File: config.mk
export PLATFORM = sky130hd
export DESIGN_NAME = freq_div_ctrl_flat
export DESIGN_NICKNAME = d
export VERILOG_FILES = /design/src/rtl/fd_pkg.sv /design/src/rtl/freq_div_ctrl_if.sv /design/src/rtl/fd_cmp.sv /design/src/rtl/freq_div_ctrl.sv /design/src/flat_wrapper.sv
export SDC_FILE = /design/constraint.sdc
export NUM_CORES = 1
export LEC_CHECK = 0
export BUFFER_PORTS_ARGS = -buffer_cell sky130_fd_sc_hd__buf_2
export CORE_MARGIN = 2
export CORE_UTILIZATION = 50
export CTS_BUF_LIST = sky130_fd_sc_hd__clkbuf_16
export DETAILED_ROUTE_END_ITERATION = 8
export PLACE_DENSITY_LB_ADDON = 0.05
export SETUP_SLACK_MARGIN = 0.1
export SYNTH_ARGS = -nofsm -noshare
export SYNTH_HDL_FRONTEND = slang
export SYNTH_SLANG_ARGS = --single-unit
File: constraint.sdc
create_clock -name clk -period 2.05 [get_ports clk]
set_clock_uncertainty 0.1 [all_clocks]
set_input_delay 0.41 -clock clk [delete_from_list [all_inputs] [get_ports clk]]
set_output_delay 0.41 -clock clk [all_outputs]
set_load 0.1 [all_outputs]
File: src/rtl/fd_pkg.sv
// Shared definitions for the programmable clock-enable divider controller.
//   state_t     : controller FSM state (IDLE / RUN / STOP), 2-bit encoded
//   FD_W        : default counter/divisor width
//   FD_DEF_DIV  : default divisor loaded at reset
package fd_pkg;

  typedef enum logic [1:0] {
    IDLE = 2'd0,
    RUN  = 2'd1,
    STOP = 2'd2
  } state_t;

  localparam int FD_W       = 4;
  localparam int FD_DEF_DIV = 5;

endpackage

File: src/rtl/freq_div_ctrl_if.sv
// Control/status bundle between config logic (master) and the divider
// controller (slave).
//   en         : run request (level)
//   cfg_valid  : new divisor offered
//   cfg_div    : offered divisor N
//   cfg_ready  : controller can take a divisor
//   cfg_err    : 1-cycle pulse, accepted divisor was 0 and was dropped
//   clk_out    : divided clock, 50% duty, period 2*N
//   tick       : 1-cycle pulse at each clk_out edge
//   busy       : controller not idle
interface freq_div_ctrl_if #(
  parameter int W = 4
);
  logic         en;
  logic         cfg_valid;
  logic [W-1:0] cfg_div;
  logic         cfg_ready;
  logic         cfg_err;
  logic         clk_out;
  logic         tick;
  logic         busy;

  modport master (
    output en, cfg_valid, cfg_div,
    input  cfg_ready, cfg_err, clk_out, tick, busy
  );

  modport slave (
    input  en, cfg_valid, cfg_div,
    output cfg_ready, cfg_err, clk_out, tick, busy
  );
endinterface

File: src/rtl/fd_cmp.sv
// W-bit magnitude comparator slice (combinational).
//   a, b     : operands
//   casc_in  : equality from the more significant slice; qualifies all
//              outputs so a chain only resolves in the first unequal slice
//   gt/lt/eq : a>b, a<b, a==b (each gated by casc_in)
module fd_cmp #(
  parameter int W = 4
) (
  input  logic [W-1:0] a,
  input  logic [W-1:0] b,
  input  logic         casc_in,
  output logic         gt,
  output logic         lt,
  output logic         eq
);

  assign gt = casc_in & (a >  b);
  assign lt = casc_in & (a <  b);
  assign eq = casc_in & (a == b);

endmodule

File: src/rtl/freq_div_ctrl.sv
// Programmable clock-enable divider controller.
// A free-running W-bit count is compared against div-1; each terminal count
// (TC) clears the count, toggles clk_out and pulses tick, giving a 50% duty
// clk_out of period 2*N. New divisors arrive over a valid/ready handshake;
// while running they are parked in a pending register and applied on the
// next TC so the count never passes div-1.
// Ports:
//   clk  : system clock, all state on posedge
//   rst  : asynchronous active-high reset
//   bus  : freq_div_ctrl_if slave (en, cfg_*, clk_out, tick, busy)
module freq_div_ctrl
  import fd_pkg::*;
#(
  parameter int W       = FD_W,
  parameter int DEF_DIV = FD_DEF_DIV
) (
  input logic            clk,
  input logic            rst,
  freq_div_ctrl_if.slave bus
);

  localparam logic [W-1:0] ONE  = W'(1);
  localparam logic [W-1:0] DEFV = W'(DEF_DIV);

  state_t       state;
  logic [W-1:0] count;
  logic [W-1:0] div;
  logic [W-1:0] pend_div;
  logic         pend_vld;
  logic         clk_out_q;
  logic         tick_q;
  logic         err_q;

  logic [W-1:0] div_m1;
  logic         cmp_gt, cmp_lt, cmp_eq;
  logic         tc;
  logic         accept;

  // div is never 0, so div-1 cannot underflow.
  assign div_m1 = div - ONE;

  fd_cmp #(.W(W)) u_cmp (
    .a       (count),
    .b       (div_m1),
    .casc_in (1'b1),
    .gt      (cmp_gt),
    .lt      (cmp_lt),
    .eq      (cmp_eq)
  );

  assign tc     = cmp_eq & (state != IDLE);
  assign accept = bus.cfg_valid & ~pend_vld;

  always_ff @(posedge clk or posedge rst) begin
    if (rst) begin
      state     <= IDLE;
      count     <= '0;
      div       <= DEFV;
      pend_div  <= '0;
      pend_vld  <= 1'b0;
      clk_out_q <= 1'b0;
      tick_q    <= 1'b0;
      err_q     <= 1'b0;
    end else begin
      tick_q <= 1'b0;
      err_q  <= 1'b0;

      case (state)
        IDLE: begin
          count     <= '0;
          clk_out_q <= 1'b0;
          if (bus.en) state <= RUN;
        end
        RUN, STOP: begin
          if (tc) begin
            count     <= '0;
            clk_out_q <= ~clk_out_q;
            tick_q    <= 1'b1;
            // Swap divisor in the same cycle the count clears.
            if (pend_vld) begin
              div      <= pend_div;
              pend_vld <= 1'b0;
            end
          end else begin
            count <= count + ONE;
          end

          // en wins over the stop sequence; STOP only retires on the TC
          // that takes clk_out low, so the output always parks low.
          if (bus.en)
            state <= RUN;
          else if (state == RUN)
            state <= STOP;
          else if (tc && clk_out_q)
            state <= IDLE;
        end
        default: state <= IDLE;
      endcase

      // accept implies pend_vld==0, so this never collides with the TC swap.
      if (accept) begin
        if (bus.cfg_div == '0) begin
          err_q <= 1'b1;
        end else if (state == IDLE) begin
          div <= bus.cfg_div;
        end else begin
          pend_div <= bus.cfg_div;
          pend_vld <= 1'b1;
        end
      end
    end
  end

  assign bus.clk_out   = clk_out_q;
  assign bus.tick      = tick_q;
  assign bus.cfg_err   = err_q;
  assign bus.cfg_ready = ~pend_vld;
  assign bus.busy      = (state != IDLE);

  // Count overrun: count must stay at or below div-1.
  a_no_overrun: assert property (@(posedge clk) disable iff (rst)
    !cmp_gt && (cmp_lt ^ cmp_eq));

endmodule

File: src/flat_wrapper.sv
// flat-port wrapper written by rule: the top's interface ports become plain ports
module freq_div_ctrl_flat import fd_pkg::*;
#(
  parameter int W       = FD_W,
  parameter int DEF_DIV = FD_DEF_DIV
)
  (clk, rst, bus_en, bus_cfg_valid, bus_cfg_div, bus_cfg_ready, bus_cfg_err, bus_clk_out, bus_tick, bus_busy);
  freq_div_ctrl_if #(.W(W)) bus_i ();
  input logic clk;
  input logic rst;
  input wire logic [$bits(bus_i.en)-1:0] bus_en;
  input wire logic [$bits(bus_i.cfg_valid)-1:0] bus_cfg_valid;
  input wire logic [$bits(bus_i.cfg_div)-1:0] bus_cfg_div;
  output wire logic [$bits(bus_i.cfg_ready)-1:0] bus_cfg_ready;
  output wire logic [$bits(bus_i.cfg_err)-1:0] bus_cfg_err;
  output wire logic [$bits(bus_i.clk_out)-1:0] bus_clk_out;
  output wire logic [$bits(bus_i.tick)-1:0] bus_tick;
  output wire logic [$bits(bus_i.busy)-1:0] bus_busy;
  assign bus_i.en = bus_en;
  assign bus_i.cfg_valid = bus_cfg_valid;
  assign bus_i.cfg_div = bus_cfg_div;
  assign bus_cfg_ready = bus_i.cfg_ready;
  assign bus_cfg_err = bus_i.cfg_err;
  assign bus_clk_out = bus_i.clk_out;
  assign bus_tick = bus_i.tick;
  assign bus_busy = bus_i.busy;
  freq_div_ctrl #(.W(W), .DEF_DIV(DEF_DIV)) u_core (.clk(clk), .rst(rst), .bus(bus_i));
endmodule
==> results of run 1 <==
worst reg2reg max path, delay by kind of cell (launching register included):
| family | cells | cell delay, ps |
|---|---|---|
| AOI/OAI and AO/OA | 2 | 350 |
| xor gates and xnor gates | 1 | 130 |
| adders and majority gates | 1 | 210 |
| buffers and inverters | 1 | 50 |
| DFF | 1 | 540 |
| and+or+nand+nor | 2 | 420 |
worst max-delay path by stage:
| stage | slack, ps | from | to | cells after the start |
|---|---|---|---|---|
| 2_1_floorplan | 170 | u_core.pend_vld$_DFF_PP0_ | u_core.div[1]$_DFF_PP0_ | 4 |
| 3_3_place_gp | 110 | u_core.div[0]$_DFF_PP1_ | u_core.div[3]$_DFF_PP0_ | 7 |
| 3_5_place_dp | 100 | u_core.div[0]$_DFF_PP1_ | u_core.div[0]$_DFF_PP1_ | 7 |
| 4_1_cts | 110 | u_core.state[1]$_DFFE_PP0P_ | u_core.pend_div[0]$_DFFE_PP0P_ | 4 |
| 5_1_grt | 50 | u_core.div[0]$_DFF_PP1_ | u_core.state[0]$_DFFE_PP0P_ | 7 |
| 6_report | 130 | u_core.div[0]$_DFF_PP1_ | u_core.state[0]$_DFFE_PP0P_ | 7 |
sequential cells by signal (all words and copies together), names as in the netlist:
signal and count:
u_core.pend_vld 1, u_core.bus.cfg_err 1, u_core.bus.tick 1, u_core.pend_div 4, u_core.div 4, u_core.state 2, u_core.bus.clk_out 1, u_core.count 4
power breakdown:
group          total [W]  internal [W]  leakage [nW]  switching (W)
Combinational   0.000710      0.000286         0.375       0.000424
Sequential      0.000464      0.000407         0.220      0.0000565
Clock           0.000388      0.000259        0.0385       0.000129
routing by layer:
| metal | vias to the layer above | track usage, % | wire, µm |
|---|---|---|---|
| li1 | 374 | - | - |
| met3 | 2 | 2.761 | 52 |
| met2 | 12 | 29.22 | 1030 |
| met4 | 0 | 7.143 | 13 |
| met5 | - | 0 | 0 |
| met1 | 370 | 25.35 | 970 |
cells in the final DEF, fill, tap and decap left out, drive strengths merged:
cell type / n
nand4: 2
and3: 2
nor4: 1
clkbuf: 3
o21ai: 10
o2111ai: 2
xor2: 1
dfrtp: 16
nor2: 6
buf: 15
or4b: 1
o311ai: 2
or2: 1
xnor2: 6
nor2b: 1
inv: 10
mux2i: 4
nor3: 4
a21oi: 2
nand2: 12
ha: 5
mux2: 4
clkinv: 1
nand3: 2
dfstp: 2
nand2b: 1
kinds of logic (layout without fill, tap and decap cells):
| family | count (synthesis) | count (layout) |
|---|---|---|
| AOI/OAI and AO/OA | 16 | 16 |
| DFF | 18 | 18 |
| buffers and inverters | 12 | 29 |
| muxes | 8 | 8 |
| xor gates and xnor gates | 7 | 7 |
| adders and majority gates | 5 | 5 |
| and+or+nand+nor | 33 | 33 |
layout make-up:
cell class              instances  area share [%]
repair buffers                 15           7.677
clock buffers                   3           5.906
inverters                      10           2.953
multi-input cells              69           44.88
clock inverters                 1          0.2953
well taps                      27           2.657
flip-flops and latches         18           35.63
stage by stage:
stage / utilization (%) / setup slack, ps / area [µm²] / power (W) / cells
finish: 66.15 / 131.4 / 1271 / 0.001562 / 143
global route: 66.15 / 46.70 / 1271 / 0.001669 / 143
CTS: 64.26 / 107.2 / 1235 / 0.001512 / 143
detailed placement: 58.07 / 97.18 / 1116 / 0.001078 / 138
global placement: 58.07 / 111.9 / 1116 / 0.001070 / 138
floorplan: - / 170.6 / 1007 / 0.0008865 / 99
timing repair:
action	in CTS	in global routing
pin swaps	4	6
gates resized for setup	6	9
buffers inserted	1	0
setup endpoints to repair	5	17
==> metrics.txt, run 1 <==
# TYPE chip_impl_metric gauge
chip_impl_metric{name="yosys.area.top_type_share",unit="%"} 39.75
chip_impl_metric{name="timing_worst_slew_pin_value",unit="ps"} 689.9
chip_impl_metric{name="syn_area",unit="mm²"} 0.001007
chip_impl_metric{name="h-tree-depth",unit=""} 1
chip_impl_metric{name="clkLatencyLatePin",unit="ps"} 250
chip_impl_metric{name="clk_path_buf_depth",unit=""} 2
chip_impl_metric{name="routed-via-count",unit=""} 758
chip_impl_metric{name="critPathArrivalTime",unit="ps"} 1940
chip_impl_metric{name="grt_max_degree",unit=""} 19
chip_impl_metric{name="antenna_violations_before_repair",unit=""} 0
chip_impl_metric{name="first_global_vias",unit=""} 739
chip_impl_metric{name="synth-seq-cells",unit=""} 18
chip_impl_metric{name="syn-instance-count",unit=""} 99
chip_impl_metric{name="worst_setup_hold_path_clk_slew",unit="ps"} 50
chip_impl_metric{name="max_freq",unit="MHz"} 521.2
chip_impl_metric{name="die_height",unit="µm"} 48.88
chip_impl_metric{name="muxShareOfSynthArea",unit="%"} 9.938
chip_impl_metric{name="die_area",unit="mm²"} 0.002389
chip_impl_info{name="r2r-end",value="u_core.state[0]$_DFFE_PP0P_"} 1
chip_impl_metric{name="firstDrtPassIters",unit=""} 4
chip_impl_metric{name="asyncSetResetFlopFracSynth",unit="%"} 100.0
chip_impl_info{name="crit_chain",value="inv_2 -> ha_4 -> xnor2_2 -> nor3_2 -> nand3_2 -> o2111ai_2 -> o311ai_1"} 1
chip_impl_info{name="run_status",value="completed"} 1
chip_impl_metric{name="die_width",unit="µm"} 48.88
chip_impl_metric{name="adder_cell_fraction_of_synth_area",unit="%"} 6.211
chip_impl_metric{name="yosys.area_share.xor_xnor",unit="%"} 6.087
chip_impl_info{name="family_of_cells_with_the_greatest_summed_delay_on_the_critical_path",value="flip-flops"} 1
chip_impl_metric{name="first_pass_grt_wire_length",unit="µm"} 3360
chip_impl_metric{name="multiInputGateArea",unit="µm²"} 570.5
chip_impl_metric{name="critPathMaxStageDelay",unit="ps"} 540
chip_impl_info{name="synth.top_cells.by_area",value="dfrtp_1 (40%), ha_1 (6.2%), mux2_4 (6.0%)"} 1
chip_impl_info{name="criticalPathCategory",value="reg -> reg"} 1
chip_impl_metric{name="critical_path.n_buffers_inverters",unit=""} 1
chip_impl_info{name="cts_tree",value="done"} 1
chip_impl_metric{name="syn2layout_area_growth",unit="%"} 26.21
chip_impl_metric{name="cap_viol_max_count",unit=""} 0
chip_impl_metric{name="antenna_cells",unit=""} 0
chip_impl_metric{name="finalWeightedCongestion",unit=""} 0.7893
chip_impl_metric{name="groute.usage.overall",unit="%"} 18.39
chip_impl_metric{name="route.detailed.drc",unit=""} 0
chip_impl_metric{name="fp-row-count",unit=""} 16
chip_impl_info{name="synthTopCellsByCount",value="dfrtp_1 (16), nand2_1 (12), inv_1 (10)"} 1
chip_impl_info{name="r2r_start",value="u_core.div[0]$_DFF_PP1_"} 1
chip_impl_info{name="crit_path_top_delay_cell",value="dfstp_2"} 1
chip_impl_metric{name="final-seq-area",unit="µm²"} 452.9
chip_impl_info{name="critPathCaptureType",value="flop"} 1
chip_impl_metric{name="worst_r2r_path_depth",unit=""} 7
chip_impl_metric{name="syn_nets",unit=""} 112
chip_impl_metric{name="report.final.slew_viol_count",unit=""} 0
chip_impl_info{name="grt_setup_unrepaired",value="true"} 1
chip_impl_metric{name="floorplan.core_area",unit="mm²"} 0.001922
chip_impl_metric{name="cts_made_buffers",unit=""} 3
chip_impl_info{name="startpoint_type",value="flop"} 1
chip_impl_metric{name="globalRouteOverflowTotal",unit=""} 0
chip_impl_metric{name="totalWireLength",unit="µm"} 2066
chip_impl_metric{name="yosys.cell_types.count",unit=""} 31
chip_impl_metric{name="synth_area_in_compound_gates",unit="%"} 10.19
chip_impl_metric{name="timing.hold.ws",unit="ps"} 159.3
chip_impl_info{name="netlist.top_cell.by_area",value="dfrtp_1"} 1
chip_impl_metric{name="relSlewSlack",unit="%"} 53.95
chip_impl_metric{name="power.ir.vdd_worst",unit="mV"} 1.349
chip_impl_metric{name="hold_violations",unit=""} 0
chip_impl_metric{name="place.port_buffers",unit=""} 12
chip_impl_metric{name="portion_of_the_clock_cycle_consumed_by_the_worst_path_in_the_final_layout",unit="%"} 93.59
chip_impl_metric{name="top_level_ports",unit=""} 13
chip_impl_info{name="synth_top_family_by_area",value="simple AND/OR/NAND/NOR gates"} 1
chip_impl_metric{name="cts.sinks",unit=""} 18
chip_impl_metric{name="initial_utilization",unit="%"} 52.41
chip_impl_info{name="ctsRootBufferMaster",value="clkbuf_16"} 1
chip_impl_metric{name="fin_setup_tns",unit="ps"} 0
chip_impl_metric{name="critical_path_required",unit="ps"} 2070
chip_impl_metric{name="finalCriticalPeriod",unit="ps"} 1919
chip_impl_info{name="synthFlopType",value="dfrtp_1"} 1
chip_impl_metric{name="proportion_of_layout_cells_with_a_drive_suffix_above_1",unit="%"} 35.34
chip_impl_metric{name="synthSimpleGateAreaFrac",unit="%"} 17.39
chip_impl_metric{name="timing.critical_path.fanout_max",unit=""} 6
chip_impl_metric{name="finalNetCount",unit=""} 130
chip_impl_metric{name="synthesis.area_per_instance",unit="µm²"} 10.17
chip_impl_metric{name="setup_viol",unit=""} 0
chip_impl_metric{name="dr.first_iter.drc_count",unit=""} 13
chip_impl_metric{name="rrSetupSlack",unit="ps"} 130
chip_impl_metric{name="post_cts_hold_buffer_count",unit=""} 0
chip_impl_metric{name="ys_warn_count",unit=""} 0
chip_impl_metric{name="dp_hpwl",unit="µm"} 1378
chip_impl_metric{name="power.static_leakage",unit="nW"} 0.6339
chip_impl_metric{name="synth_edf_count",unit=""} 0
chip_impl_info{name="worst_hold_path_type",value="in -> async"} 1
chip_impl_metric{name="fillCellCount",unit=""} 159
chip_impl_info{name="yosys.cell_count.top_type",value="dfrtp_1"} 1
chip_impl_metric{name="synth_sequential_area_ratio",unit="%"} 44.97
chip_impl_metric{name="detail-route-antenna-nets",unit=""} 0
chip_impl_metric{name="power_density",unit="mW/mm²"} 1229
chip_impl_metric{name="detail_route.vias_per_cell",unit=""} 5.301
chip_impl_metric{name="drt-wirelength-per-cell",unit="µm"} 14.45
No activity file was read; power rests on OpenSTA's default activity.
==> inputs of run 2 (changes only) <==
Settings changed: PLACE_DENSITY from default to 0.71, PLACE_DENSITY_LB_ADDON 0.05 to default.
==> run 2 against run 1 <==
Effect of this change:
- routed wire length down 4.5%
- highest routed layer unchanged
- first-iteration DRC count down 31%
- combinational power down 1%
- setup slack worse by 3.7 ps
- non-clock buffer count unchanged
- largest cell class unchanged
- via count up 0.53%
- register-to-register slack about the same
- clock power about the same
==> metrics.txt, run 2 (synthesis results as in run 1) <==
# TYPE chip_impl_metric gauge
chip_impl_metric{name="die_width",unit="µm"} 48.88
chip_impl_info{name="critical_path.startpoint",value="u_core.state[0]$_DFFE_PP0P_"} 1
chip_impl_metric{name="first_pass_grt_wire_length",unit="µm"} 3325
chip_impl_metric{name="fin_setup_tns",unit="ps"} 0
chip_impl_info{name="startpoint_type",value="flop"} 1
chip_impl_info{name="run_status",value="completed"} 1
chip_impl_metric{name="timing.critical_path.fanout_max",unit=""} 6
chip_impl_info{name="grt_setup_unrepaired",value="true"} 1
chip_impl_info{name="r2r_start",value="u_core.state[0]$_DFFE_PP0P_"} 1
chip_impl_metric{name="worst_setup_hold_path_clk_slew",unit="ps"} 50
chip_impl_metric{name="hold_violations",unit=""} 0
chip_impl_metric{name="critPathArrivalTime",unit="ps"} 1410
chip_impl_metric{name="die_height",unit="µm"} 48.88
chip_impl_metric{name="initial_utilization",unit="%"} 52.41
chip_impl_metric{name="detail-route-antenna-nets",unit=""} 0
chip_impl_metric{name="route.detailed.drc",unit=""} 0
chip_impl_metric{name="globalRouteOverflowTotal",unit=""} 0
chip_impl_metric{name="timing.final.ws_setup",unit="ps"} 127.7
chip_impl_metric{name="detail_route.vias_per_cell",unit=""} 5.329
chip_impl_metric{name="finalWeightedCongestion",unit=""} 0.8153
chip_impl_metric{name="dp_slack",unit="ps"} 37.28
chip_impl_metric{name="finalCriticalPeriod",unit="ps"} 1922
chip_impl_metric{name="finish.utilization",unit="%"} 66.28
chip_impl_metric{name="relSlewSlack",unit="%"} 54.27
chip_impl_metric{name="fp-row-count",unit=""} 16
chip_impl_metric{name="first_global_vias",unit=""} 766
chip_impl_metric{name="clk_path_buf_depth",unit=""} 2
chip_impl_metric{name="cap_viol_max_count",unit=""} 0
chip_impl_metric{name="place.port_buffers",unit=""} 12
chip_impl_metric{name="floorplan.core_area",unit="mm²"} 0.001922
chip_impl_info{name="worst_hold_path_type",value="in -> async"} 1
chip_impl_metric{name="grt_max_degree",unit=""} 19
chip_impl_metric{name="power_density",unit="mW/mm²"} 1223
chip_impl_metric{name="power.ir.vdd_worst",unit="mV"} 1.133
chip_impl_metric{name="max_freq",unit="MHz"} 520.2
chip_impl_metric{name="critical_path_required",unit="ps"} 1540
chip_impl_metric{name="timing.hold.ws",unit="ps"} 157.7
chip_impl_metric{name="die_area",unit="mm²"} 0.002389
chip_impl_info{name="layout_common_cells",value="dfrtp_1 (16), nand2_1 (12), buf_2 (11)"} 1
chip_impl_metric{name="groute.usage.overall",unit="%"} 18.34
chip_impl_metric{name="power.static_leakage",unit="nW"} 0.6242
chip_impl_metric{name="firstDrtPassIters",unit=""} 4
chip_impl_metric{name="total_power_consumption_of_the_routed_design",unit="W"} 0.001557
chip_impl_metric{name="clkLatencyLatePin",unit="ps"} 250
chip_impl_metric{name="cts.sinks",unit=""} 18
chip_impl_metric{name="timing_worst_slew_pin_value",unit="ps"} 685.1
chip_impl_metric{name="antenna_violations_before_repair",unit=""} 0
chip_impl_metric{name="totalWireLength",unit="µm"} 1974
chip_impl_metric{name="post_cts_hold_buffer_count",unit=""} 0
chip_impl_info{name="ctsRootBufferMaster",value="clkbuf_16"} 1
chip_impl_info{name="cts_tree",value="done"} 1
chip_impl_metric{name="setup_viol",unit=""} 0
chip_impl_metric{name="syn2layout_area_growth",unit="%"} 26.46
chip_impl_info{name="leading_cell_type_in_the_layout_fill_and_taps_excluded",value="dfrtp_1"} 1
chip_impl_metric{name="dp_hpwl",unit="µm"} 1386
chip_impl_metric{name="drt-wirelength-per-cell",unit="µm"} 13.80
chip_impl_metric{name="routed-via-count",unit=""} 762
chip_impl_info{name="criticalPathCategory",value="reg -> out"} 1
chip_impl_info{name="layout_top_registers",value="u_core.count (4), u_core.div (4), u_core.pend_div (4)"} 1
chip_impl_metric{name="antenna_cells",unit=""} 0
chip_impl_metric{name="finalNetCount",unit=""} 130
chip_impl_metric{name="cts_made_buffers",unit=""} 3
chip_impl_metric{name="h-tree-depth",unit=""} 1
chip_impl_metric{name="dr.first_iter.drc_count",unit=""} 9
chip_impl_info{name="critPathCaptureType",value="output port"} 1
chip_impl_metric{name="proportion_of_layout_cells_with_a_drive_suffix_above_1",unit="%"} 32.76
chip_impl_metric{name="report.final.slew_viol_count",unit=""} 0
chip_impl_metric{name="top_level_ports",unit=""} 13
chip_impl_metric{name="portion_of_the_clock_cycle_consumed_by_the_worst_path_in_the_final_layout",unit="%"} 93.77
==> run 2: cell count changes in the layout (fill, tap and decap cells not counted) <==
cell,delta
o311ai_1,-1
xnor2_4,+1
or4b_4,-1
nand2_1,+1
o21ai_1,-2
xnor2_1,+1
nor2_1,+1
o311ai_2,+1
nand2_2,-1
or4b_1,+1
o21ai_0,+2
xnor2_2,-2
nor2_2,-1
==> run 2: critical path: stages, from the launching register on <==
cell and delay (ps):
dfrtp_1 390, inv_1 110, ha_4 170, buf_4 150, inv_1 140, buf_12 190
==> run 2: stage by stage <==
step | instance area, µm² | std cells
2_1_floorplan | 1007 | 99
3_3_place_gp | 1109 | 137
3_5_place_dp | 1109 | 137
4_1_cts | 1236 | 142
5_1_grt | 1274 | 143
6_report | 1274 | 143
==> run 2: timing repair <==
item | 4_1_cts | 5_1_grt
setup buffers | 1 | 1
setup endpoints to repair | 6 | 17
pin swaps | 8 | 4
gates resized for setup | 7 | 4
==> run 2: worst paths after layout <==
path,endpoint,depth (start not counted),slack (ps)
setup / recovery,bus_busy,5,130
hold / removal,u_core.state[0]$_DFFE_PP0P_,2,160
setup reg to reg,u_core.pend_div[1]$_DFFE_PP0P_,4,140
hold reg to reg,u_core.bus.clk_out$_DFFE_PP0P_,2,420
max in group asynchronous,u_core.div[1]$_DFF_PP0_,2,1260
min in group clk,u_core.div[2]$_DFF_PP1_,3,280
==> run 2: per-layer routing <==
metal  track usage [%]  share of wire, %  up-vias
li1                  -                 -      375
met1             23.80                45      375
met2             30.14                52        8
met3             2.761               2.1        4
met4             8.571               1.3        0
met5                 0                 0        -
==> run 2: cell type report <==
type / instances / area, µm²
Clock buffer: 3 / 75.07
Clock inverter: 1 / 3.754
Fill cell: 163 / 648.1
Inverter: 10 / 37.54
Multi-Input combinational cell: 69 / 573.1
Sequential cell: 18 / 452.9
Tap cell: 27 / 33.78
Timing Repair Buffer: 15 / 97.59
==> run 2: power breakdown <==
part / switching (W) / internal, W / total [W]
registers: 0.0000589 / 0.000408 / 0.000467
clock network: 0.000130 / 0.000259 / 0.000389
logic: 0.000420 / 0.000281 / 0.000701
==> inputs of run 3 (changes only) <==
Clock period 2.05 ns to 2.2 ns, I/O delays scaled along.
==> run 3 against run 2 <==
Effect of this change:
- design area shrank 5.1%
- routed wire length fell by 4.4%
- via count fell by 0.39%
- sequential share of layout area increased by 1.9 points
- flip-flop and latch count stayed put
- combinational power down 25%
- clock-buffer cell count unchanged
- worst hold slack improved by 28 ps
- critical path type unchanged
- largest power group unchanged
==> metrics.txt, run 3 (synthesis results as in run 1) <==
# TYPE chip_impl_metric gauge
chip_impl_info{name="run_status",value="completed"} 1
chip_impl_metric{name="dp_slack",unit="ps"} 210.5
chip_impl_metric{name="power.internal",unit="W"} 0.0007995
chip_impl_metric{name="grt_max_degree",unit=""} 19
chip_impl_metric{name="proportion_of_layout_cells_with_a_drive_suffix_above_1",unit="%"} 28.45
chip_impl_metric{name="finalWeightedCongestion",unit=""} 0.8078
chip_impl_metric{name="relSlewSlack",unit="%"} 55.25
chip_impl_metric{name="top_level_ports",unit=""} 13
chip_impl_metric{name="power.ir.vdd_worst",unit="mV"} 0.7912
chip_impl_info{name="layout_top_registers",value="u_core.count (4), u_core.div (4), u_core.pend_div (4)"} 1
chip_impl_info{name="leading_cell_type_in_the_layout_fill_and_taps_excluded",value="dfrtp_1"} 1
chip_impl_metric{name="globalRouteOverflowTotal",unit=""} 0
chip_impl_metric{name="finalCriticalPeriod",unit="ps"} 1990
chip_impl_metric{name="clkLatencyLatePin",unit="ps"} 240
chip_impl_metric{name="syn2layout_area_growth",unit="%"} 20.00
chip_impl_metric{name="power.static_leakage",unit="nW"} 0.6046
chip_impl_metric{name="h-tree-depth",unit=""} 1
chip_impl_metric{name="first_pass_grt_wire_length",unit="µm"} 3443
chip_impl_metric{name="power_density",unit="mW/mm²"} 1092
chip_impl_metric{name="finish.utilization",unit="%"} 62.89
chip_impl_metric{name="timing_worst_slew_pin_value",unit="ps"} 670.5
chip_impl_info{name="grt_setup_unrepaired",value="false"} 1
chip_impl_metric{name="first_global_vias",unit=""} 758
chip_impl_metric{name="critPathArrivalTime",unit="ps"} 1450
chip_impl_metric{name="worst_setup_hold_path_clk_slew",unit="ps"} 50
chip_impl_metric{name="fin_setup_tns",unit="ps"} 0
chip_impl_metric{name="rrSetupSlack",unit="ps"} 250
chip_impl_metric{name="initial_utilization",unit="%"} 52.41
chip_impl_info{name="r2r-end",value="u_core.state[1]$_DFFE_PP0P_"} 1
chip_impl_metric{name="finalNetCount",unit=""} 130
chip_impl_metric{name="totalWireLength",unit="µm"} 1888
chip_impl_metric{name="setup_viol",unit=""} 0
chip_impl_info{name="startpoint_type",value="flop"} 1
chip_impl_info{name="critPathCaptureType",value="output port"} 1
chip_impl_metric{name="die_width",unit="µm"} 48.88
chip_impl_metric{name="cap_viol_max_count",unit=""} 0
chip_impl_metric{name="dr.first_iter.drc_count",unit=""} 17
chip_impl_metric{name="power.switching",unit="W"} 0.0005202
chip_impl_metric{name="portion_of_the_clock_cycle_consumed_by_the_worst_path_in_the_final_layout",unit="%"} 90.46
chip_impl_metric{name="post-route-cell-area",unit="mm²"} 0.001209
chip_impl_info{name="layout_common_cells",value="dfrtp_1 (16), nand2_1 (12), buf_2 (11)"} 1
chip_impl_metric{name="groute.usage.overall",unit="%"} 18.34
chip_impl_metric{name="total_power_consumption_of_the_routed_design",unit="W"} 0.001320
chip_impl_metric{name="fillCellCount",unit=""} 167
chip_impl_metric{name="cts_made_buffers",unit=""} 3
chip_impl_metric{name="hold_violations",unit=""} 0
chip_impl_metric{name="clock_power_share",unit="%"} 27.2
chip_impl_metric{name="die_area",unit="mm²"} 0.002389
chip_impl_metric{name="clk_path_buf_depth",unit=""} 2
chip_impl_info{name="ctsRootBufferMaster",value="clkbuf_16"} 1
chip_impl_metric{name="power.sequential.fraction",unit="%"} 33.0
chip_impl_metric{name="fp-row-count",unit=""} 16
chip_impl_metric{name="route.detailed.drc",unit=""} 0
chip_impl_metric{name="antenna_violations_before_repair",unit=""} 0
chip_impl_metric{name="critical_path_required",unit="ps"} 1660
chip_impl_metric{name="post_cts_hold_buffer_count",unit=""} 0
chip_impl_metric{name="timing.final.ws_setup",unit="ps"} 209.9
chip_impl_info{name="cts_tree",value="done"} 1
chip_impl_metric{name="dp_hpwl",unit="µm"} 1414
chip_impl_info{name="worst_hold_path_type",value="in -> async"} 1
chip_impl_metric{name="detail_route.vias_per_cell",unit=""} 5.308
chip_impl_metric{name="floorplan.core_area",unit="mm²"} 0.001922
chip_impl_metric{name="power.share.switching",unit="%"} 39.42
chip_impl_metric{name="max_freq",unit="MHz"} 502.5
chip_impl_metric{name="share_comb_of_total_power",unit="%"} 39.9
chip_impl_metric{name="report.final.slew_viol_count",unit=""} 0
chip_impl_metric{name="placement.cell_area",unit="mm²"} 0.001094
chip_impl_metric{name="detail-route-antenna-nets",unit=""} 0
chip_impl_info{name="r2r_start",value="u_core.div[0]$_DFF_PP1_"} 1
chip_impl_metric{name="cts.sinks",unit=""} 18
chip_impl_metric{name="antenna_cells",unit=""} 0
chip_impl_metric{name="drt-wirelength-per-cell",unit="µm"} 13.20
chip_impl_metric{name="worst_r2r_path_depth",unit=""} 7
chip_impl_metric{name="die_height",unit="µm"} 48.88
chip_impl_info{name="criticalPathCategory",value="reg -> out"} 1
chip_impl_metric{name="place.port_buffers",unit=""} 12
chip_impl_metric{name="routed-via-count",unit=""} 759
chip_impl_metric{name="firstDrtPassIters",unit=""} 4
chip_impl_metric{name="timing.critical_path.fanout_max",unit=""} 6
[run 3: cell counts in the layout (fill, tap and decap cells not counted)]
Identical to the previous run, type by type.
[run 3: repair_timing]
item,4_1_cts,5_1_grt
resized for setup,1,6
pin swaps,0,3
setup buffers,0,2
setup endpoints to repair,1,4
[run 3: how the worst max path moves through the flow]
stage | slack, ps | from | to
6_report | 210 | u_core.state[0]$_DFFE_PP0P_ | bus_busy
5_1_grt | 100 | u_core.div[0]$_DFF_PP1_ | u_core.div[1]$_DFF_PP0_
4_1_cts | 200 | u_core.div[0]$_DFF_PP1_ | u_core.state[0]$_DFFE_PP0P_
3_5_place_dp | 210 | u_core.div[0]$_DFF_PP1_ | u_core.state[0]$_DFFE_PP0P_
3_3_place_gp | 260 | u_core.div[0]$_DFF_PP1_ | u_core.state[0]$_DFFE_PP0P_
2_1_floorplan | 320 | u_core.pend_vld$_DFF_PP0_ | u_core.div[1]$_DFF_PP0_
[run 3: power by group through the flow]
stage | combinational, W | sequential (W) | clock, W
global placement | 0.000493 | 0.000435 | 0
detailed placement | 0.000493 | 0.000438 | 0
global route | 0.000586 | 0.000444 | 0.000383
CTS | 0.000505 | 0.000433 | 0.000364
finish | 0.000526 | 0.000435 | 0.000358
floorplan | 0.000403 | 0.000423 | 0
[run 3: final cells by class]
| class | instances | area (µm²) | area share, % |
|---|---|---|---|
| clock buffers | 3 | 75.07 | 6.211 |
| multi-input cells | 69 | 520.5 | 43.06 |
| repair buffers | 15 | 85.08 | 7.039 |
| clock inverters | 1 | 3.754 | 0.3106 |
| inverters | 10 | 37.54 | 3.106 |
| well taps | 27 | 33.78 | 2.795 |
| flip-flops and latches | 18 | 452.9 | 37.47 |
[run 3: layer usage]
metal | routed length [µm] | up-vias | track usage (%) | share of wire, %
li1 | - | 373 | - | -
met1 | 886 | 365 | 25.15 | 47
met2 | 925 | 19 | 29.68 | 49
met3 | 63 | 2 | 3.067 | 3.3
met4 | 12 | 0 | 5.714 | 0.64
met5 | 0 | - | 0 | 0
[run 3: through the flow]
| stage | hold slack, ps | cells |
|---|---|---|
| finish | 185.5 | 143 |
| global route | 274.8 | 143 |
| CTS | 208.2 | 141 |
| detailed placement | 403.5 | 137 |
| global placement | 399.4 | 137 |
| floorplan | 277.1 | 99 |
[run 3: critical path, stage by stage (launching register included)]
cell	delay, ps
dfrtp_1	400
inv_1	80
ha_1	210
buf_4	160
inv_1	70
buf_4	290
